`src/rtl/pipe_pkg.sv`:
```
`default_nettype none
// ============================================================================
// Module      : pipe_pkg
// Description : Shared types for the pipeline hazard/forwarding logic:
//               operand-select encoding, per-stage destination tag and a
//               helper that tells whether a stage slot produces a register.
// Revision    : 1.0 - initial release
// ============================================================================
package pipe_pkg;

    localparam int REG_AW = 5;

    // Operand-select codes for the EX-stage forwarding muxes
    typedef enum logic [1:0] {
        FWD_RF  = 2'b00,
        FWD_WB  = 2'b01,
        FWD_MEM = 2'b10
    } fwd_sel_t;

    // Destination-register bookkeeping carried alongside each pipeline stage
    typedef struct packed {
        logic              valid;
        logic [REG_AW-1:0] rd;
        logic              regwrite;
        logic              memread;
    } stage_tag_t;

    // A slot produces register r when it is a real, writing instruction and r
    // is not the hardwired zero register.
    function automatic logic slot_writes(input stage_tag_t t, input logic [REG_AW-1:0] r);
        return t.valid & t.regwrite & (t.rd == r) & (r != '0);
    endfunction

endpackage
`default_nettype wire

```
`src/rtl/fwd_stage_reg.sv`:
```
`default_nettype none
// ============================================================================
// Module      : fwd_stage_reg
// Description : One pipeline tag slot. Clears on reset, freezes on hold and
//               loads an empty (bubble) tag when asked to insert a bubble.
// Revision    : 1.0 - initial release
// ============================================================================
module fwd_stage_reg
    import pipe_pkg::*;
(
    input  logic       clk,
    input  logic       rst,
    input  logic       i_hold,
    input  logic       i_bubble,
    input  stage_tag_t i_tag,
    output stage_tag_t o_tag
);

    stage_tag_t r_tag;

    // Slot register: reset beats hold, a bubble loads an all-zero tag
    always_ff @(posedge clk) begin
        if (rst) begin
            r_tag <= '0;
        end else if (!i_hold) begin
            if (i_bubble) begin
                r_tag <= '0;
            end else begin
                r_tag <= i_tag;
            end
        end
    end

    assign o_tag = r_tag;

endmodule
`default_nettype wire

```
`src/rtl/fwd_hazard_ctrl.sv`:
```
`default_nettype none
// ============================================================================
// Module      : fwd_hazard_ctrl
// Description : Forwarding and load-use hazard controller for a five-stage
//               pipeline. Tracks EX/MEM/WB destination tags, registers the
//               EX operand-select codes and raises a combinational load-use
//               stall. A saturating counter records stall cycles.
// Revision    : 1.0 - initial release
// ============================================================================
module fwd_hazard_ctrl
    import pipe_pkg::*;
#(
    parameter int REG_AW = 5,
    parameter int CNT_W  = 16
) (
    input  logic              clk_i,
    input  logic              rst_i,
    input  logic              hold_i,
    input  logic              flush_i,
    input  logic              id_valid_i,
    input  logic [REG_AW-1:0] id_rs1_i,
    input  logic [REG_AW-1:0] id_rs2_i,
    input  logic [REG_AW-1:0] id_rd_i,
    input  logic              id_regwrite_i,
    input  logic              id_memread_i,
    output logic              stall_o,
    output logic [1:0]        fwd_a_o,
    output logic [1:0]        fwd_b_o,
    output logic [CNT_W-1:0]  stall_cnt_o
);

    localparam logic [CNT_W-1:0] C_CNT_MAX = {CNT_W{1'b1}};

    stage_tag_t        r_ex_tag;
    stage_tag_t        r_mem_tag;
    stage_tag_t        r_wb_tag;
    stage_tag_t        w_ex_in;
    logic              w_ex_in_valid;
    logic              w_ex_is_load;
    logic              w_load_use;
    fwd_sel_t          w_fwd_a_next;
    fwd_sel_t          w_fwd_b_next;
    fwd_sel_t          r_fwd_a;
    fwd_sel_t          r_fwd_b;
    logic [CNT_W-1:0]  r_stall_cnt;
    logic              w_unused;

    // Youngest producer wins; the WB slot is covered by register-file
    // write-through and is never a forwarding source.
    function automatic fwd_sel_t fwd_pick(input logic [REG_AW-1:0] rs,
                                          input stage_tag_t ex_tag,
                                          input stage_tag_t mem_tag);
        if (rs == '0)                   return FWD_RF;
        else if (slot_writes(ex_tag, rs))  return FWD_MEM;
        else if (slot_writes(mem_tag, rs)) return FWD_WB;
        else                            return FWD_RF;
    endfunction

    // Load-use detection against the load currently in EX
    always_comb begin
        w_ex_is_load = r_ex_tag.valid & r_ex_tag.memread & r_ex_tag.regwrite
                     & (r_ex_tag.rd != '0);
        w_load_use   = w_ex_is_load
                     & ((r_ex_tag.rd == id_rs1_i) | (r_ex_tag.rd == id_rs2_i));
    end

    // A squashed ID instruction is never a consumer, so flush masks the stall
    assign stall_o = id_valid_i & ~flush_i & w_load_use;

    // Tag for the instruction entering EX; flush or stall turn it into a bubble
    always_comb begin
        w_ex_in_valid    = id_valid_i & ~flush_i & ~stall_o;
        w_ex_in          = '0;
        w_ex_in.valid    = w_ex_in_valid;
        w_ex_in.rd       = id_rd_i;
        w_ex_in.regwrite = id_regwrite_i;
        w_ex_in.memread  = id_memread_i;
    end

    fwd_stage_reg u_ex_slot (
        .clk      (clk_i),
        .rst      (rst_i),
        .i_hold   (hold_i),
        .i_bubble (~w_ex_in_valid),
        .i_tag    (w_ex_in),
        .o_tag    (r_ex_tag)
    );

    fwd_stage_reg u_mem_slot (
        .clk      (clk_i),
        .rst      (rst_i),
        .i_hold   (hold_i),
        .i_bubble (1'b0),
        .i_tag    (r_ex_tag),
        .o_tag    (r_mem_tag)
    );

    fwd_stage_reg u_wb_slot (
        .clk      (clk_i),
        .rst      (rst_i),
        .i_hold   (hold_i),
        .i_bubble (1'b0),
        .i_tag    (r_mem_tag),
        .o_tag    (r_wb_tag)
    );

    // Next operand selects from pre-edge slots; bubbles select the register file
    always_comb begin
        w_fwd_a_next = FWD_RF;
        w_fwd_b_next = FWD_RF;
        if (w_ex_in_valid) begin
            w_fwd_a_next = fwd_pick(id_rs1_i, r_ex_tag, r_mem_tag);
            w_fwd_b_next = fwd_pick(id_rs2_i, r_ex_tag, r_mem_tag);
        end
    end

    // Operand selects advance with the ID/EX register
    always_ff @(posedge clk_i) begin
        if (rst_i) begin
            r_fwd_a <= FWD_RF;
            r_fwd_b <= FWD_RF;
        end else if (!hold_i) begin
            r_fwd_a <= w_fwd_a_next;
            r_fwd_b <= w_fwd_b_next;
        end
    end

    // Saturating count of advancing cycles spent stalled
    always_ff @(posedge clk_i) begin
        if (rst_i) begin
            r_stall_cnt <= '0;
        end else if (!hold_i && stall_o && (r_stall_cnt != C_CNT_MAX)) begin
            r_stall_cnt <= r_stall_cnt + CNT_W'(1);
        end
    end

    assign fwd_a_o     = r_fwd_a;
    assign fwd_b_o     = r_fwd_b;
    assign stall_cnt_o = r_stall_cnt;

    // The WB slot and downstream load flags are tracked but not consumed here
    assign w_unused = &{1'b0, r_wb_tag, r_mem_tag.memread};

endmodule
`default_nettype wire

```
`config.mk`:
```
export PLATFORM = sky130hd
export DESIGN_NAME = fwd_hazard_ctrl
export DESIGN_NICKNAME = d
export VERILOG_FILES = /design/src/rtl/pipe_pkg.sv /design/src/rtl/fwd_stage_reg.sv /design/src/rtl/fwd_hazard_ctrl.sv
export SDC_FILE = /design/constraint.sdc
export NUM_CORES = 1
export LEC_CHECK = 0
export CORE_MARGIN = 2
export CORE_UTILIZATION = 25
export CTS_BUF_LIST = sky130_fd_sc_hd__clkbuf_8
export DETAILED_ROUTE_END_ITERATION = 16
export GPL_TIMING_DRIVEN = 0
export PLACE_DENSITY = 0.48
export SLEW_MARGIN = 0
export SYNTH_ARGS = -nofsm -noshare
export SYNTH_HDL_FRONTEND = slang
export SYNTH_SLANG_ARGS = --single-unit
```
`constraint.sdc`:
```
create_clock -name clk_i -period 3.1 [get_ports clk_i]
set_input_delay 0.775 -clock clk_i [delete_from_list [all_inputs] [get_ports clk_i]]
set_output_delay 0.775 -clock clk_i [all_outputs]
set_load 0.01 [all_outputs]
```
==> flow_metrics.tcl <==
set metrics [dict create \
    worstMarginPinSlew_ns 0.682 \
    clock_latency_ns 0.29 \
    power.leakage_nw 0.911 \
    antennaDiodeCount 0 \
    place_congestion 0.779 \
    p_per_area_nw_per_um2 365 \
    clock_path_buffers 2 \
    cts_tree "built" \
    comb_power_share 0.100 \
    fin_util 0.364 \
    irDropWorstVdd_uv 164 \
    switching_share 0.235 \
    hold_violations 0 \
    dp_hpwl_um 3730 \
    ys_ff_latch 35 \
    start_util 0.262 \
    finalCritPeriodShare 0.935 \
    skew_ns 0.00777 \
    die_h_um 88.8 \
    ys_dominant_reg_cell "dfxtp_1" \
    cp_max_fo 3 \
    numClockSinks 35 \
    fillers 722 \
    grt_overflow 0 \
    muxShareOfSynthArea 0.0390 \
    yosysUniqueCellTypes 37 \
    ys_warn_count 0 \
    grt_max_degree 11 \
    die_area_um2 7890 \
    synth_top_area_cell "dfxtp_1" \
    setup_viol 0 \
    whs_endpoint "fwd_b_o[0]$_SDFFE_PP0N_" \
    reg2reg_slack_ns 0.79 \
    place_area_um2 2320 \
    outcome "completed" \
    p_int_mw 0.697 \
    grt_pass1_wl_um 8430 \
    grt_use_met1 0.177 \
    pre_cts_ws_ns -0.828 \
    syn_area_per_cell_um2 8.99 \
    die_w_um 88.8 \
    final_common_cell "dfxtp_1" \
    async_flop_share 0 \
    fmaxAchievable_ghz 0.345 \
    final_nets 273 \
    portBuffers 40 \
    synth_xor_area_frac 0.0974 \
    cp-end-kind "output port" \
    fin_area_um2 2500 \
    syn2layout_area_growth_pct 39.0 \
    viasPerCell 5.01 \
    cp-start-kind "primary input" \
    worstReg2RegEnd "stall_cnt_o[1]$_SDFFE_PP0P_" \
    synth-edff-count 0 \
    hold_path_class "reg2reg" \
    post_synth_instance_area_um2 1800 \
    rows 30 \
    worstPathRequired_ns 2.32 \
    final_cells 347 \
    htreeDepth 2 \
    root_buffer "clkbuf_8" \
    drcViolationCount 0 \
    grtUsageMet2 0.227 \
    hold_ws_ns 0.469 \
    synthSimpleGateAreaFrac 0.232 \
    drt_iter0_drc 76 \
    grt_antenna_before_repair 0 \
    drv_slew 0 \
    cts_made_buffers 5 \
    wl_per_cell_um 14.4 \
    synth_compound_area_frac 0.207 \
    criticalPathCategory "in2out" \
    syn_nets 223 \
    drive_gt1_frac 0.104 \
    final_antenna_net_count 0 \
    crit_arrival_ns 2.12 \
    num_vias 1739 \
    busiest_layer "met2" \
    rr_worst_depth 8 \
    rsz0062_at_grt "no" \
    coreArea_um2 6870 \
    final.min_clock_period_ns 2.90 \
    layout_common_cells "dfxtp_1 (35), clkdlybuf4s50_1 (29), a21oi_1 (18)" \
    grt_use_total 0.138 \
    wl_um 5000 \
    synth_top_family_by_area "simple AND/OR/NAND/NOR gates" \
    synth_cells 200 \
    tns_ns 0 \
    synthTopCellsByArea "dfxtp_1 (39%), xor2_1 (5.4%), a21oi_1 (5.0%)" \
    r2r_start "u_ex_slot.o_tag[4]$_SDFFE_PP0N_" \
    dr.pass1.iters 4 \
    slew_headroom 0.545 \
    place_inst 336 \
    seq_area_frac_synth 0.390 \
    met3_usage 0.0373 \
    p_sw_mw 0.215 \
    maxCapViolCount 0 \
    sequentialPowerShare 0.503 \
    clock_power_share 0.397 \
    hp-start "fwd_b_o[0]$_SDFFE_PP0N_" \
    grt_pass1_vias 1747 \
    worstHoldPathCells 1 \
    io_pins 43 \
    synthAdderAreaFrac 0.00696 \
    post-route-worst-setup-slack_ns 0.202 \
    synth_top_area_frac 0.390 \
    p_total_mw 0.912 \
    clkTransAtPathRegs_ns 0.07 \
]
cell families after synthesis:
kind of cell / count (synthesis)
buffers and inverters: 11
AOI/OAI and AO/OA: 52
adders and majority gates: 1
muxes: 7
and+or+nand+nor: 74
DFF: 35
xor gates and xnor gates: 20
per-layer routing:
layer,vias up,part of all wire,wire length (µm)
met5,-,0,0
met1,807,0.48,2400
met4,0,0.017,87
met3,9,0.051,253
li1,870,-,-
met2,53,0.45,2260
worst max path at each step:
stage,depth (start not counted),to,startpoint,slack (ns)
final,8,stall_o,id_rs1_i[2],0.20
after global routing,8,stall_o,id_rs1_i[2],0.10
after floorplan,5,stall_o,id_rs1_i[2],0.48
after CTS,7,stall_o,id_rs2_i[0],0.008
after global placement,7,stall_o,id_rs1_i[2],-0.79
after detailed placement,7,stall_o,id_rs1_i[2],-0.83
Yosys cell counts (2+ instances only):
cell type / count
dfxtp_1: 35
a21oi_1: 18
nor2_1: 13
or4_1: 12
o31ai_1: 11
xor2_1: 11
nand2_1: 9
nand3_1: 9
xnor2_1: 9
clkbuf_1: 8
nand4_1: 8
nor3_1: 8
a22o_1: 7
mux2i_1: 7
a21o_1: 3
and3_1: 3
o21ai_0: 3
a2111oi_0: 2
a32o_1: 2
and2_1: 2
and4_1: 2
buf_2: 2
or3_1: 2
flip-flops by register name, indices dropped and copies added, names as in the netlist:
register,flops
u_mem_slot.o_tag,7
u_ex_slot.o_tag,8
stall_cnt_o,16
fwd_b_o,2
fwd_a_o,2
cell type report:
class	count	area, µm²	area share
multi-input combinational	154	1090	0.438
clock inverter	1	3.75	0.00150
buffer	11	51.3	0.0205
timing repair buffer	43	432	0.173
tap	96	120	0.0481
sequential	35	701	0.280
clock buffer	7	96.3	0.0386
power by group through the flow:
stage | Combinational (mW) | Clock (mW) | Sequential (mW)
2_1_floorplan | 0.0423 | 0 | 0.467
6_report | 0.0909 | 0.362 | 0.459
3_5_place_dp | 0.0850 | 0 | 0.469
3_3_place_gp | 0.0849 | 0 | 0.469
5_1_grt | 0.0998 | 0.395 | 0.459
4_1_cts | 0.0907 | 0.373 | 0.458
critical path: stages:
cell	delay [ns]
dlygate4sd2_1	0.27
xor2_1	0.16
nor3_2	0.18
buf_4	0.16
o2bb2ai_4	0.12
nand2_2	0.09
nor3b_2	0.20
buf_2	0.15
timing repair:
action / 4_1_cts / 5_1_grt
gates resized for setup: 13 / 10
buffers inserted: 2 / 1
hold buffers: 0 / 0
cloned: 0 / 0
endpoints found under the setup margin: 1 / 1
pin swaps: 2 / 4
(Power assumes the default switching activity.)
